`src/rtl/reflet_bus_arbiter_pkg.sv`:
```
// Shared types and constants for the reflet system bus arbiter.
// State encodings, master-count limit and index-width helper.
package reflet_bus_arbiter_pkg;

    typedef enum logic [1:0] {
        ARB_IDLE  = 2'd0,
        ARB_ISSUE = 2'd1,
        ARB_ACK   = 2'd2
    } arb_state_t;

    localparam int ARB_MAX_MASTERS = 16;
    localparam int ARB_ID_W        = 4;

    function automatic int arb_index_w(input int n);
        return (n > 1) ? $clog2(n) : 1;
    endfunction

endpackage

```
`src/rtl/reflet_bus_arbiter_rr_picker.sv`:
```
// Combinational round-robin picker: first requester after 'last', wrapping at masters-1.
// Fixed priority falls out when 'last' is tied to masters-1.
module reflet_rr_picker
    import reflet_bus_arbiter_pkg::*;
#(
    parameter int masters = 2
) (
    input  logic [masters-1:0]  req,
    input  logic [ARB_ID_W-1:0] last,
    output logic [ARB_ID_W-1:0] winner,
    output logic                found
);

    localparam int IW = arb_index_w(masters);

    always_comb begin
        int idx;
        idx    = 0;
        winner = '0;
        found  = 1'b0;
        // last is always below masters, so one wrap subtraction is enough
        for (int k = 1; k <= masters; k++) begin
            idx = int'(last) + k;
            if (idx >= masters) idx = idx - masters;
            if (!found && req[idx[IW-1:0]]) begin
                found  = 1'b1;
                winner = ARB_ID_W'(idx);
            end
        end
    end

endmodule

```
`src/rtl/reflet_bus_arbiter.sv`:
```
// Serialises reflet bus transactions from several masters onto one slave bus.
// Define REFLET_ARB_FIXED_PRIORITY_EN for lowest-index-wins instead of round-robin.
module reflet_bus_arbiter
    import reflet_bus_arbiter_pkg::*;
#(
    parameter int wordsize    = 16,
    parameter int masters     = 2,
    parameter int mem_latency = 1
) (
    input  logic                         clk,
    input  logic                         reset,
    input  logic                         enable,
    input  logic [masters-1:0]           m_req,
    input  logic [masters*wordsize-1:0]  m_addr,
    input  logic [masters*wordsize-1:0]  m_data_out,
    input  logic [masters-1:0]           m_write_en,
    output logic [wordsize-1:0]          m_data_in,
    output logic [masters-1:0]           m_ack,
    output logic [ARB_ID_W-1:0]          grant_id,
    output logic                         busy,
    output logic [wordsize-1:0]          addr,
    output logic [wordsize-1:0]          data_out,
    output logic                         write_en,
    input  logic [wordsize-1:0]          data_in
);

    localparam int IW = arb_index_w(masters);

    arb_state_t          state;
    logic [3:0]          cnt;
    logic                first;
    logic [ARB_ID_W-1:0] winner;
    logic                found;
    logic [ARB_ID_W-1:0] pick_last;
    logic [IW-1:0]       gidx;
    logic [masters-1:0]  ack_onehot;

`ifdef REFLET_ARB_FIXED_PRIORITY_EN
    assign pick_last = ARB_ID_W'(masters - 1);
`else
    logic [ARB_ID_W-1:0] last;
    assign pick_last = last;
`endif

    reflet_rr_picker #(.masters(masters)) u_picker (
        .req    (m_req),
        .last   (pick_last),
        .winner (winner),
        .found  (found)
    );

    assign gidx = grant_id[IW-1:0];
    assign busy = (state != ARB_IDLE);

    always_comb begin
        ack_onehot       = '0;
        ack_onehot[gidx] = 1'b1;
    end

    // The write strobe is offered once; a stall in the first cycle defers it rather than repeating it.
    always_comb begin
        addr     = '0;
        data_out = '0;
        write_en = 1'b0;
        if (state == ARB_ISSUE) begin
            addr     = m_addr[gidx*wordsize +: wordsize];
            data_out = m_data_out[gidx*wordsize +: wordsize];
            write_en = first && enable && m_write_en[gidx];
        end
    end

    // cnt starts at mem_latency so data_in is sampled mem_latency cycles after the first address cycle.
    always_ff @(posedge clk) begin
        if (!reset) begin
            state     <= ARB_IDLE;
            m_ack     <= '0;
            m_data_in <= '0;
            grant_id  <= '0;
            cnt       <= '0;
            first     <= 1'b0;
`ifndef REFLET_ARB_FIXED_PRIORITY_EN
            last      <= ARB_ID_W'(masters - 1);
`endif
        end else begin
            m_ack <= '0;
            if (enable) begin
                case (state)
                    ARB_IDLE: begin
                        if (found) begin
                            grant_id <= winner;
`ifndef REFLET_ARB_FIXED_PRIORITY_EN
                            last     <= winner;
`endif
                            cnt      <= 4'(mem_latency);
                            first    <= 1'b1;
                            state    <= ARB_ISSUE;
                        end
                    end
                    ARB_ISSUE: begin
                        first <= 1'b0;
                        if (cnt == 4'd0) begin
                            m_data_in <= data_in;
                            m_ack     <= ack_onehot;
                            state     <= ARB_ACK;
                        end else begin
                            cnt <= cnt - 4'd1;
                        end
                    end
                    ARB_ACK:  state <= ARB_IDLE;
                    default:  state <= ARB_IDLE;
                endcase
            end
        end
    end

endmodule

```
`config.mk`:
```
export PLATFORM = sky130hd
export DESIGN_NAME = reflet_bus_arbiter
export DESIGN_NICKNAME = d
export VERILOG_FILES = /design/src/rtl/reflet_bus_arbiter_pkg.sv /design/src/rtl/reflet_bus_arbiter_rr_picker.sv /design/src/rtl/reflet_bus_arbiter.sv
export SDC_FILE = /design/constraint.sdc
export NUM_CORES = 1
export LEC_CHECK = 0
export ABC_CLOCK_PERIOD_IN_PS = 2500
export CORE_AREA = 2 2 83 77
export DETAILED_ROUTE_END_ITERATION = 8
export DIE_AREA = 0 0 85 79
export PLACE_DENSITY = 0.79
export SLEW_MARGIN = 15
export SYNTH_ARGS = -nofsm -noshare
export SYNTH_HDL_FRONTEND = slang
export SYNTH_SLANG_ARGS = --single-unit
```
`constraint.sdc`:
```
create_clock -name clk -period 2.5 [get_ports clk]
set_input_delay 0.25 -clock clk [delete_from_list [all_inputs] [get_ports clk]]
set_output_delay 0.25 -clock clk [all_outputs]
set_load 0.05 [all_outputs]
```
# --- Yosys cells after proc, flatten, opt, wreduce, memory -nomap -nowiden ---
# Cells that the tools add are included.
classes:
  n_shift: 2
  n_reduce_logical: 15
  mux: 25
  n_addsub: 5
  n_lt_le_gt_ge: 6
  eq_ne: 4
ops:
  columns: ["cell", "count"]
  rows:
  - ["32-bit by 6-bit indexed part select with 16-bit output", 2]
  - ["16-bit 2-to-1 mux", 2]
  - ["4-bit 2-to-1 mux", 6]
  - ["3-bit AND reduction", 4]
  - ["1-bit 2-to-1 mux", 11]
  - ["5-bit by 2-bit >= comparator with 1-bit output (second input constant)", 2]
  - ["4-bit case mux with 2 select lines", 1]
  - ["4-bit AND reduction", 2]
  - ["4-bit by 3-bit subtractor with 4-bit output (second input constant)", 2]
  - ["1-bit by 2-bit < comparator with 1-bit output (second input constant)", 3]
  - ["4-bit by 1-bit adder with 5-bit output (second input constant)", 1]
  - ["4-bit by 2-bit adder with 5-bit output (second input constant)", 1]
  - ["1-bit logical AND", 4]
  - ["4-bit logical NOT", 1]
  - ["2-bit 2-to-1 mux", 2]
  - ["2-bit inequality test (second input constant)", 2]
  - ["2-bit case mux with 2 select lines", 1]
  - ["2-bit nonzero test", 2]
  - ["4-bit by 1-bit subtractor with 4-bit output (second input constant)", 1]
  - ["2-bit by 1-bit == test with 1-bit output (second input constant)", 1]
  - ["2-bit logical NOT", 1]
  - ["2-bit by 1-bit inequality test with 1-bit output (second input constant)", 1]
  - ["1-bit case mux with 2 select lines", 1]
  - ["1-bit demux with 1-bit select", 1]
  - ["2 further kinds", 2]
totals:
  regBits: 33
  wordCells: 64

# --- Longest topological paths before layout ---
logic_depth:
  depth_word: 11
  ltp_mapped: 9
  mapped_depth_nobuf: 8

# --- By module ---
# A second synthesis with hierarchy kept.
hier_totals:
  cells_unflattened: 279
  area_unflattened_um2: 2279.7
by_module_without_submodules:
  columns: ["mod", "cells_each", "seq_area_each_um2", "instances", "area_per_inst_um2"]
  rows:
  - ["reflet_bus_arbiter", 221, 600.6, 1, 1884.3]
  - ["reflet_rr_picker", 58, 0.0, 1, 395.4]

# --- Worst setup path before layout ---
# Ideal clock, no wire load.
synth_timing:
  path_kind: "reg2reg"
  start: "register, netlist name grant_id[1]"
  end: "register grant_id[1]"
  setup_time_ns: 0.091
  t_required_ns: 2.409
  path_buffers: 0
  arrival_ns: 1.909
  path_stages_with_launch: 9
  slack_ns: 0.500
  cell_sequence: "dfxtp_1 inv_1 ha_1 inv_1 ha_1 nand2b_1 o21a_1 or4_1 a311oi_1"
synth_lines:
  columns: ["element", "line", "text"]
  rows:
  - ["end signal, assigned", "reflet_bus_arbiter.sv:90", "grant_id <= winner;"]
  - ["end, declared", "reflet_bus_arbiter.sv:19", "output logic [ARB_ID_W-1:0] grant_id,"]

# --- Worst setup path in the final report ---
layout_timing:
  start: "register last[0]"
  end: "register grant_id[1]"
layout_via:
  elab_chain_cells: 10
  word_cells_on_any_way: 19
  cone_classes: "4 x add/sub; 2 x order compare; 10 x mux; 3 x reduce/logical"
layout_lines:
  columns: ["element", "line", "text"]
  rows:
  - ["start, declared", "reflet_bus_arbiter.sv:41", "logic [ARB_ID_W-1:0] last;"]
  - ["start signal, assigned", "reflet_bus_arbiter.sv:82", "last <= ARB_ID_W'(masters - 1);"]
  - ["start signal, assigned", "reflet_bus_arbiter.sv:92", "last <= winner;"]
  - ["4-bit by 1-bit adder with 5-bit output", "reflet_bus_arbiter_rr_picker.sv:23", "idx = int'(last) + k;"]
  - ["4-bit by 3-bit subtractor with 4-bit output or 5-bit by 2-bit >= comparator with 1-bit output (tied branches)", "reflet_bus_arbiter_rr_picker.sv:24", "if (idx >= masters) idx = idx - masters;"]
  - ["4-bit 2-to-1 mux", "reflet_bus_arbiter_rr_picker.sv:24", null]
  - ["1-bit 2-to-1 mux (not written as such) (2 in series)", "reflet_bus_arbiter_rr_picker.sv:25", "if (!found && req[idx[IW-1:0]]) begin"]
  - ["1-bit 2-to-1 mux", "reflet_bus_arbiter_rr_picker.sv:25", null]
  - ["1-bit logical NOT", "reflet_bus_arbiter_rr_picker.sv:25", null]
  - ["1-bit logical AND", "reflet_bus_arbiter_rr_picker.sv:25", null]
  - ["1-bit 2-to-1 mux", "reflet_bus_arbiter_rr_picker.sv:25", null]
  - ["3-bit AND reduction (no line)", null, null]
# Several ways; a longest one is shown, not always the timed one. The select of a mux whose other input is x is not followed.
# A chain may end at the register's enable or synchronous reset.

==> impl_metrics.py <==
metrics = {
    "logic_synthesis": {
        "netlist_instances": 259,
        "ys_warn_count": 0,
        "synth.most_common_cell": "nand2_1",
        "yosys.area.top_type": "dfxtp_1",
        "synth_common_cells": "nand2_1 (43), nor2_1 (39), mux2i_1 (34), dfxtp_1 (30), a21oi_1 (23)",
        "yosys-top-cells-area": "dfxtp_1 (30%), mux2i_1 (17%), nand2_1 (8.2%)",
        "yosys_register_bits": 30,
        "synth_seq_area_share": 0.303,
        "ys.flop_type": "dfxtp_1",
        "synth-async-reset-ratio": 0,
        "syn_avg_cell_area_sq_um": 7.64,
        "synth_edf_count": 0,
        "synth_area_sq_um": 1980,
        "synth_top_area_share": 0.303,
        "synth_cell_types": 43,
        "syn-num-nets": 352,
    },
    "power_and_ir_drop": {
        "irDropWorstVdd_mv": 0.260,
        "pwr_density_cell_nw_per_um2": 466,
        "power.leakage_nw": 1.31,
    },
    "final_layout": {
        "nets": 484,
        "final.fill_count": 513,
        "antenna_cells": 0,
        "fin_util": 0.581,
        "area_delta_synth_final_pct": 73.6,
        "design_area_sq_um": 3440,
        "layout-drive-gt1-share": 0.125,
    },
    "clocking": {
        "cts_resized": 0,
        "numCtsBuffers": 5,
        "clk_pin_slew_ns": 0.07,
        "clk_latency_ns": 0.29,
        "postCtsSetupBuffers": 0,
        "cts.path.max_buffers": 2,
        "cts_root_buffer": "clkbuf_8",
        "cts_tree": "yes",
        "htree_levels": 2,
        "holdBufCountCts": 0,
        "cts.sinks": 30,
    },
    "place": {
        "dp_slack_ns": 0.289,
        "gp_congestion": 0.812,
        "dpl.hpwl_microns": 4860,
        "io_buffers": 142,
        "placed_area_sq_um": 3350,
    },
    "sta": {
        "fmaxAchievable_mhz": 442,
        "tns_ns": 0,
        "hold_viol": 0,
        "tightest_slew_ns": 0.743,
        "fin_ws_ns": 0.239,
        "finalCritPeriodShare": 0.904,
        "slew_headroom": 0.504,
        "slew_viol_final": 0,
        "fin_crit_ns": 2.26,
        "fin_worst_skew_ns": 0.0105,
        "setup_viol": 0,
        "rsz0062_at_grt": "false",
    },
    "worst_setup_path": {
        "r2r-end": "grant_id[1]",
        "critPathRequiredTime_ns": 2.70,
        "reg2reg_depth": 7,
        "reg2reg_setup_slack_ns": 0.24,
        "path_class": "reg2reg",
        "cp_max_fo": 11,
        "cp-start-kind": "flop",
        "reg2reg_from": "last[0]",
        "cp-end-kind": "flop",
        "cp.arrival_ns": 2.46,
    },
    "global_route": {
        "grt_overflow": 0,
        "antenna_found_initial": 0,
        "grt_pass1_vias": 2235,
        "grt.total_usage": 0.187,
        "grt_pass1_wl_microns": 10100,
        "grt_max_degree": 31,
    },
    "hold_path": {
        "hold_end": "m_data_in[1]",
        "hold_path_depth": 2,
        "min-delay-start": "m_data_in[1]",
        "holdCritPathClass": "reg2reg",
    },
    "run": {
        "max_cap_violations": 0,
    },
    "detailed_routing": {
        "vias": 2324,
        "drc_errors": 0,
        "drt-total-wl_microns": 6250,
        "wl_per_cell_microns": 13.5,
        "via_per_inst": 5.01,
        "drtPass1Iterations": 4,
        "antenna_left": 0,
        "drtIter0Drc": 115,
    },
    "floorplanning": {
        "die_area_sq_um": 6720,
        "die_height_microns": 79,
        "initial_core_util": 0.335,
        "rows": 27,
        "io_pins": 143,
        "die_x_microns": 85,
        "core_sq_um": 5910,
    },
    "outcome": {
        "outcome": "finished clean",
    },
}
[layout by cell type (no fill, tap or decap), drive strengths merged, types with 3 or more instances in the layout]
cell | Yosys | final
mux2i | 34 | 34
nand2b | 5 | 5
o211ai | 5 | 5
nor2b | 3 | 3
o21ai | 8 | 8
inv | 6 | 6
dfxtp | 30 | 30
buf | 13 | 35
nand2 | 43 | 43
a21oi | 23 | 23
or3 | 5 | 5
or3b | 3 | 3
ha | 6 | 6
clkdlybuf4s50 | 0 | 109
nor2 | 39 | 39
o21a | 3 | 3
clkbuf | 6 | 7
[worst max-delay path by stage]
stage / slack [ns] / cells past startpoint / endpoint / start
after floorplan: 0.50 / 8 / grant_id[1] / grant_id[1]
after global placement: 0.38 / 7 / grant_id[1] / last[0]
after detailed placement: 0.29 / 7 / grant_id[1] / last[0]
after CTS: 0.26 / 7 / grant_id[1] / last[0]
after global routing: 0.06 / 8 / grant_id[1] / last[0]
final: 0.24 / 7 / grant_id[1] / last[0]
[logic make-up (layout without fill, tap and decap cells)]
group	after synthesis	after routing	share of synthesized area
buffers and inverters	25	158	0.0638
AO/OA/AOI/OAI	48	48	0.146
adder cells (fa/ha/maj)	6	6	0.0379
XOR/XNOR	3	3	0.0133
multiplexers	34	34	0.172
AND/OR/NAND/NOR	113	113	0.264
flip-flops	30	30	0.303
[sequential cells by signal, indices dropped and copies added (netlist names)]
register   flops
cnt            4
first          1
grant_id       4
last           1
m_ack          2
m_data_in     16
state          2
[worst max-delay path: stages, from the launching register on]
cell      delay, ns
dfxtp_1        0.54
ha_1           0.28
xnor2_1        0.16
ha_1           0.25
nand4_1        0.11
o21a_1         0.16
or4_1          0.40
a311oi_1       0.27
[layer usage]
| metal | wire length [microns] | global-route usage | up-vias | share of wire |
|---|---|---|---|---|
| li1 | - | - | 1154 | - |
| met3 | 531 | 0.0541 | 13 | 0.085 |
| met2 | 3000 | 0.324 | 109 | 0.48 |
| met1 | 2520 | 0.209 | 1048 | 0.40 |
| met4 | 194 | 0.0921 | 0 | 0.031 |
| met5 | 0 | 0 | - | 0 |
[power breakdown]
group	internal [W]	total (W)	switching [W]	leakage, nW
sequential	0.000504	0.000535	0.0000310	0.244
clock	0.000222	0.000401	0.000180	0.0482
combinational	0.000296	0.000665	0.000369	1.02
total	0.00102	0.00160	0.000580	1.31
[metrics by stage]
stage                     std cells  hold WS (ns)  power [W]
after floorplan                 259         0.339   0.000947
final                           464         0.452    0.00160
after CTS                       464         0.456    0.00162
after detailed placement        456         0.448    0.00121
after global placement          456         0.442    0.00120
after global routing            464         0.477    0.00169
[final cells by class]
cell class              instances  area, sq um  share of cell area
clock buffers                   7         86.3              0.0251
clock inverters                 1         5.00             0.00146
inverters                       6         22.5             0.00655
multi-input cells             204         1250               0.364
flip-flops and latches         30          602               0.175
well taps                      72         90.1              0.0262
repair buffers                144         1380               0.401
(Power assumes the default switching activity.)
